### src/rtl/cdb_pkg.sv
// Shared CDB types and source-index constants for the common-data-bus arbiter.
// The cdb_bus_t field widths set the beat width; cdb_arb's TAG_W/DATA_W must match them.
package cdb_pkg;

  localparam int CDB_NUM_SRC = 3;
  localparam int CDB_TAG_W   = 4;
  localparam int CDB_DATA_W  = 32;
  localparam int SRC_IDX_W   = $clog2(CDB_NUM_SRC);

  localparam logic [SRC_IDX_W-1:0] SRC_MDU = SRC_IDX_W'(0);
  localparam logic [SRC_IDX_W-1:0] SRC_LSU = SRC_IDX_W'(1);
  localparam logic [SRC_IDX_W-1:0] SRC_ALU = SRC_IDX_W'(2);

  typedef struct packed {
    logic                  wr;
    logic [CDB_TAG_W-1:0]  tag;
    logic [CDB_DATA_W-1:0] wdata;
  } cdb_bus_t;

endpackage

### src/rtl/cdb_rr_pick.sv
// Combinational priority picker: first set req bit searching upward from start, wrapping
// modulo N (N need not be a power of two).
module cdb_rr_pick #(
  parameter int N  = 3,
  parameter int IW = $clog2(N)
) (
  input  logic [N-1:0]  req,
  input  logic [IW-1:0] start,
  output logic [N-1:0]  gnt,
  output logic [IW-1:0] idx,
  output logic          any
);

  always_comb begin
    int i;
    gnt = '0;
    idx = '0;
    any = 1'b0;
    i   = 0;
    for (int off = 0; off < N; off++) begin
      i = int'(start) + off;
      if (i >= N) i = i - N;
      if (!any && req[i]) begin
        any    = 1'b1;
        gnt[i] = 1'b1;
        idx    = IW'(i);
      end
    end
  end

endmodule

### src/rtl/cdb_arb.sv
// Common-data-bus arbiter: one registered result beat per cycle from NUM_SRC units.
// Fixed priority (unit 0 first) by default; define CDB_RR_EN for round-robin fairness.
module cdb_arb
  import cdb_pkg::*;
#(
  parameter int NUM_SRC = CDB_NUM_SRC,
  parameter int TAG_W   = CDB_TAG_W,
  parameter int DATA_W  = CDB_DATA_W
) (
  input  logic                       clk,
  input  logic                       rst,
  input  logic                       flush,
  input  logic [NUM_SRC-1:0]         src_req,
  input  logic [NUM_SRC*TAG_W-1:0]   src_tag,
  input  logic [NUM_SRC*DATA_W-1:0]  src_wdata,
  output logic [NUM_SRC-1:0]         src_rdy,
  output logic                       cdb_wr,
  output logic [TAG_W-1:0]           cdb_tag,
  output logic [DATA_W-1:0]          cdb_wdata,
  output logic [$clog2(NUM_SRC)-1:0] cdb_src
);

  localparam int IW = $clog2(NUM_SRC);

  logic [NUM_SRC-1:0] gnt;
  logic [IW-1:0]      idx;
  logic               any;
  logic [IW-1:0]      start;
  logic               grant;
  cdb_bus_t           beat_q;
  logic [IW-1:0]      src_q;

`ifdef CDB_RR_EN
  logic [IW-1:0] ptr;

  always_ff @(posedge clk) begin
    if (rst)
      ptr <= '0;
    else if (grant)
      ptr <= (idx == IW'(NUM_SRC-1)) ? '0 : idx + 1'b1;
  end

  assign start = ptr;
`else
  assign start = '0;
`endif

  cdb_rr_pick #(.N(NUM_SRC), .IW(IW)) u_pick (
    .req   (src_req),
    .start (start),
    .gnt   (gnt),
    .idx   (idx),
    .any   (any)
  );

  // Flush suppresses the grant so the unit keeps its result and the pointer holds.
  assign grant   = any & ~flush;
  assign src_rdy = flush ? '0 : gnt;

  // Idle beats are zeroed so a stale tag can never match a waiting consumer.
  always_ff @(posedge clk) begin
    if (rst) begin
      beat_q <= '0;
      src_q  <= '0;
    end else if (grant) begin
      beat_q.wr    <= 1'b1;
      beat_q.tag   <= src_tag[idx*TAG_W +: TAG_W];
      beat_q.wdata <= src_wdata[idx*DATA_W +: DATA_W];
      src_q        <= idx;
    end else begin
      beat_q <= '0;
      src_q  <= '0;
    end
  end

  assign cdb_wr    = beat_q.wr;
  assign cdb_tag   = beat_q.tag;
  assign cdb_wdata = beat_q.wdata;
  assign cdb_src   = src_q;

endmodule
### config.mk
export PLATFORM = sky130hd
export DESIGN_NAME = cdb_arb
export DESIGN_NICKNAME = d
export VERILOG_FILES = /design/src/rtl/cdb_pkg.sv /design/src/rtl/cdb_rr_pick.sv /design/src/rtl/cdb_arb.sv
export SDC_FILE = /design/constraint.sdc
export NUM_CORES = 1
export LEC_CHECK = 0
export ABC_AREA = 1
export CAP_MARGIN = 15
export CORE_ASPECT_RATIO = 1.1
export CORE_MARGIN = 5
export CORE_UTILIZATION = 30
export CTS_CLUSTER_DIAMETER = 80
export DETAILED_ROUTE_END_ITERATION = 6
export GPL_TIMING_DRIVEN = 0
export MAX_ROUTING_LAYER = met4
export PLACE_DENSITY_LB_ADDON = 0.08
export SLEW_MARGIN = 20
export SYNTH_ARGS = -nofsm -noshare
export SYNTH_HDL_FRONTEND = slang
export SYNTH_HIERARCHICAL = 1
export SYNTH_SLANG_ARGS = --single-unit
### constraint.sdc
create_clock -name clk -period 1.35 [get_ports clk]
set_input_delay 0.27 -clock clk [delete_from_list [all_inputs] [get_ports clk]]
set_output_delay 0.27 -clock clk [all_outputs]
set_load 0.02 [all_outputs]
# == Word-level counts from Yosys, hierarchy flattened ==
# Cells that the tools add are included.
# Widths: inputs -> output; s select.
# op_classes
shifts,2
mux,10
bitwise_logic,3
reduce_logical,5
# ops
op,n
$shiftx 96x8->32,1
$mux 37,1
$shiftx 12x5->4,1
$mux 3,2
$mux 1,5
$mux 2,2
$logic_and 1x1->1,2
$logic_not 1->1,2
$not 1->1,2
$reduce_or 2->1,1
$and 1x1->1,1
# totals
register_bits,39
inputBits,114

# == Depth between registers and ports, before layout ==
# depth
ltp_word,10
depth_mapped,17

# == Hierarchy ==
# The synthesis kept the hierarchy.
# modules_own_cells
mod,n_inst,cells_per_inst,area_each_um2
cdb_arb,1,326,2028.2
cdb_rr_pick,1,61,320.3

# == Worst setup path before layout ==
# OpenSTA, ideal clock, no wires.
# synth_path
kind,input port to flip-flop
from,input src_req[0]
to,register beat_q (netlist bit cdb_wdata[10])
t_arrival_ns,1.326
t_required_ns,1.230
path_slack_ns,-0.095
stages,11
cell_sequence,nand2_1 -> nand3_2 -> nand2_4 -> nand2_1 -> or2_1 -> inv_1 -> nor2_1 -> nand2_1 -> buf_2 -> buf_2 -> a21oi_1
# synth_between
elab_chain_len,10
# synth_lines
element,line,text
start: declaration,cdb_arb.sv:13,"input logic [NUM_SRC-1:0] src_req,"
$mux 1 (*),cdb_rr_pick.sv:23,if (!any && req[i]) begin
$logic_not 1->1,cdb_rr_pick.sv:23,
$logic_and 1x1->1,cdb_rr_pick.sv:23,
$mux 1 (*),cdb_rr_pick.sv:23,
$logic_not 1->1,cdb_rr_pick.sv:23,
$logic_and 1x1->1,cdb_rr_pick.sv:23,
$mux 1 (*),cdb_rr_pick.sv:23,
net any,cdb_arb.sv:27,logic any;
$and 1x1->1 (*),cdb_arb.sv:57,assign grant = any & ~flush;
$not 1->1 (no line) (*),--,
$reduce_or 2->1 (no line) (*),--,
end: declaration,cdb_arb.sv:30,cdb_bus_t beat_q;
# The timed path passes the listed nets; every way through them passes the cells marked *.
# A chain may end at the register's enable or synchronous reset.

# == Final worst setup path ==
# layout_path
from,input src_req[0]
to,output src_rdy[2]
# layout_between
elab_chain_len,8
# layout_lines
element,line,text
$mux 1 (*),cdb_rr_pick.sv:23,
$logic_not 1->1,cdb_rr_pick.sv:23,
$logic_and 1x1->1,cdb_rr_pick.sv:23,
$mux 1 (*),cdb_rr_pick.sv:23,
$logic_not 1->1 (*),cdb_rr_pick.sv:23,
$logic_and 1x1->1 (*),cdb_rr_pick.sv:23,
$mux 3 (*),cdb_rr_pick.sv:23,
net gnt[2],cdb_arb.sv:25,logic [NUM_SRC-1:0] gnt;
$mux 3 (*),cdb_arb.sv:58,assign src_rdy = flush ? '0 : gnt;
end: declaration,cdb_arb.sv:16,"output logic [NUM_SRC-1:0] src_rdy,"
# Marked as above.

==> out/metrics.yaml <==
synth_top_family_by_area: "simple AND/OR/NAND/NOR gates"
cp_common_cell: "nand2_4"
synthMuxAreaShare_pct: 0
fin_crit_ns: 1.38
grt_pass1_wl_um: 12700
crit_chain: "buf_8, nand2_4, nand3_4, nand2_4, nand2_2, inv_2, nand3_2, nand2_1, inv_1, nor2_1, buf_4"
yosys.area_share.adder_pct: 2.13
synth_compound_area_share_pct: 9.16
yosysUniqueCellTypes: 24
portBuffers: 155
fillers: 708
cp-end-kind: "primary output"
critPathSlowestCell: "buf_4"
nets: 696
cp_max_fo: 6
grt_use_met2_pct: 29.5
cts_num_sinks: 39
grtUsageMet1_pct: 20.4
final_util_pct: 62.4
yosysWarningCount: 6
hold_violations: 0
synth-seq-cells: 39
grt_setup_unrepaired: "true"
startpoint_type: "primary input"
syn_area_um2: 2350
worst-path-buf-inv: 4
period_share_pct: 102
area_delta_synth_final_pct: 101
htree_levels: 2
violations: "negative setup slack"
grt_use_met3_pct: 3.50
die_h_um: 103
num_rows: 33
cp.depth: 11
cap_violations: 0
gp_congestion: 0.768
viasPerCell: 4.19
die_w_um: 94.4
grt_overflow_total: 0
antenna_found_initial: 0
place_hpwl_um: 6190
critPathArrivalTime_ns: 1.11
grt_usage_pct: 17.1
synth.avg_cell_area_um2: 6.07
hold_path_class: "primary input to flip-flop"
antenna_cells: 0
cp-startpoint: "src_req[0]"
layout_setup_ws_ns: -0.0309
core_um2: 7560
drt_iter0_markers: 47
grt_max_degree: 14
critPathMaxStageDelay_ns: 0.15
ant_nets: 0
path_delay_family: "simple AND/OR/NAND/NOR gates"
drcViolationCount: 0
cts-hold-fix-buffers: 0
path_class: "primary input to primary output"
syn_inst: 387
firstDrtPassIters: 4
yosysSeqAreaShare_pct: 33.2
fin_tns_setup_ns: -0.118
status: "complete, but fails checks"
dieArea_um2: 9700
drv_slew: 0
clk_path_buf_depth: 2
irDropWorstVdd_v: 0.000370
clk_pin_slew_ns: 0.08
grt_pass1_vias: 2705
synth_xor_area_share_pct: 0
boundaryPins: 156
p_leak_uw: 0.00243
cts_tree: "built"
cp_data_required_time_ns: 1.08
synth-simple-area-share_pct: 35.1
dr_total_vias: 2867
setup_viol: 6
grt_busiest_layer: "met2"
route.detailed.wl_per_inst_um: 12.6
p_per_area_nw_per_um2: 807
endpoint: "src_rdy[2]"
wirelength_um: 8600
cts_made_buffers: 5
layout-drive-gt1-share_pct: 22.6
start_util_pct: 31.1
clock.fmax_mhz: 724
root_buffer: "clkbuf_8"
metal layers:
layer  share of wire [%]  vias up
met3                 6.6        9
met4                 1.5        0
li1                    -     1521
met5                   0        -
met1                  42     1242
met2                  50       95
Yosys cell counts, drive strengths merged:
cell type    n  area, µm²
o21ai        2       13.8
or2          1       6.26
conb         1       3.75
nand2      134        536
o31ai        1       21.3
dfxtp       39        781
inv         94        355
nor2         8       37.5
clkbuf       1       3.75
a21oi       36        180
ha           4       50.1
nand3       48        245
buf         17        111
clkinv       1       3.75
metrics by stage:
step	setup WS (ns)	cell area (µm²)	hold WS, ns	std cells	power [µW]
after floorplan	0.0000928	2450	0.406	392	2080
final	-0.0309	4720	0.520	684	3810
after global placement	-0.953	4130	0.827	652	2730
after detailed placement	-0.969	4130	0.830	652	2750
after global routing	-0.120	4720	0.512	684	4050
after CTS	-0.0296	4410	0.507	675	3640
registers in the layout, summed over array words and instances, names as in the netlist:
signal,flops
cdb_wdata,32
cdb_tag,4
cdb_src,2
cdb_wr,1
cells by family (layout without fill, tap and decap cells):
kind of cell | count (synthesis) | after routing
buffers and inverters | 113 | 300
other | 1 | 6
AND/OR/NAND/NOR | 191 | 191
AO/OA/AOI/OAI | 39 | 39
flip-flops | 39 | 39
adder cells (fa/ha/maj) | 4 | 4
where the power goes:
part	total, µW	internal (µW)	switching [µW]
Sequential	1260	1240	17.4
Combinational	1750	916	837
Clock	800	360	440
Total	3810	2510	1290
worst min-delay path by stage:
stage	to	from	cells after the start
after global placement	cdb_wdata[14]$_SDFF_PP0_	src_wdata[78]	3
after CTS	cdb_wdata[0]$_SDFF_PP0_	src_wdata[64]	3
after floorplan	cdb_wdata[19]$_SDFF_PP0_	src_wdata[83]	2
final	cdb_wdata[19]$_SDFF_PP0_	src_wdata[83]	3
after detailed placement	cdb_wdata[22]$_SDFF_PP0_	src_wdata[86]	3
after global routing	cdb_wdata[19]$_SDFF_PP0_	src_wdata[83]	3
layout by cell type, fill, tap and decap left out, types with 5 or more instances in the layout:
| cell | synthesis | routed |
|---|---|---|
| buf_6 | 4 | 9 |
| a21oi_1 | 36 | 7 |
| clkbuf_8 | 0 | 5 |
| a21oi_2 | 0 | 29 |
| nand2_2 | 10 | 26 |
| dfxtp_1 | 39 | 39 |
| dlygate4sd2_1 | 0 | 39 |
| buf_4 | 1 | 22 |
| nand2_1 | 123 | 105 |
| nor2_1 | 7 | 7 |
| conb_1 | 1 | 6 |
| inv_1 | 87 | 85 |
| buf_8 | 0 | 8 |
| inv_2 | 6 | 8 |
| clkdlybuf4s50_1 | 0 | 110 |
| nand3_1 | 47 | 43 |
cell type report:
cell class | instances | area (µm²) | share of cell area (%)
Buffer | 17 | 214 | 4.53
Clock buffer | 5 | 68.8 | 1.46
Clock inverter | 3 | 20.0 | 0.424
Inverter | 95 | 369 | 7.82
Multi-Input combinational cell | 240 | 1300 | 27.6
Sequential cell | 39 | 781 | 16.5
Tap cell | 105 | 131 | 2.78
Timing Repair Buffer | 180 | 1830 | 38.8
what timing repair did:
item,in CTS,in global routing
gates cloned,3,3
pin swaps,13,16
gates resized for setup,89,55
setup endpoints to repair,81,40
setup buffers,12,7
(Power assumes the default switching activity.)
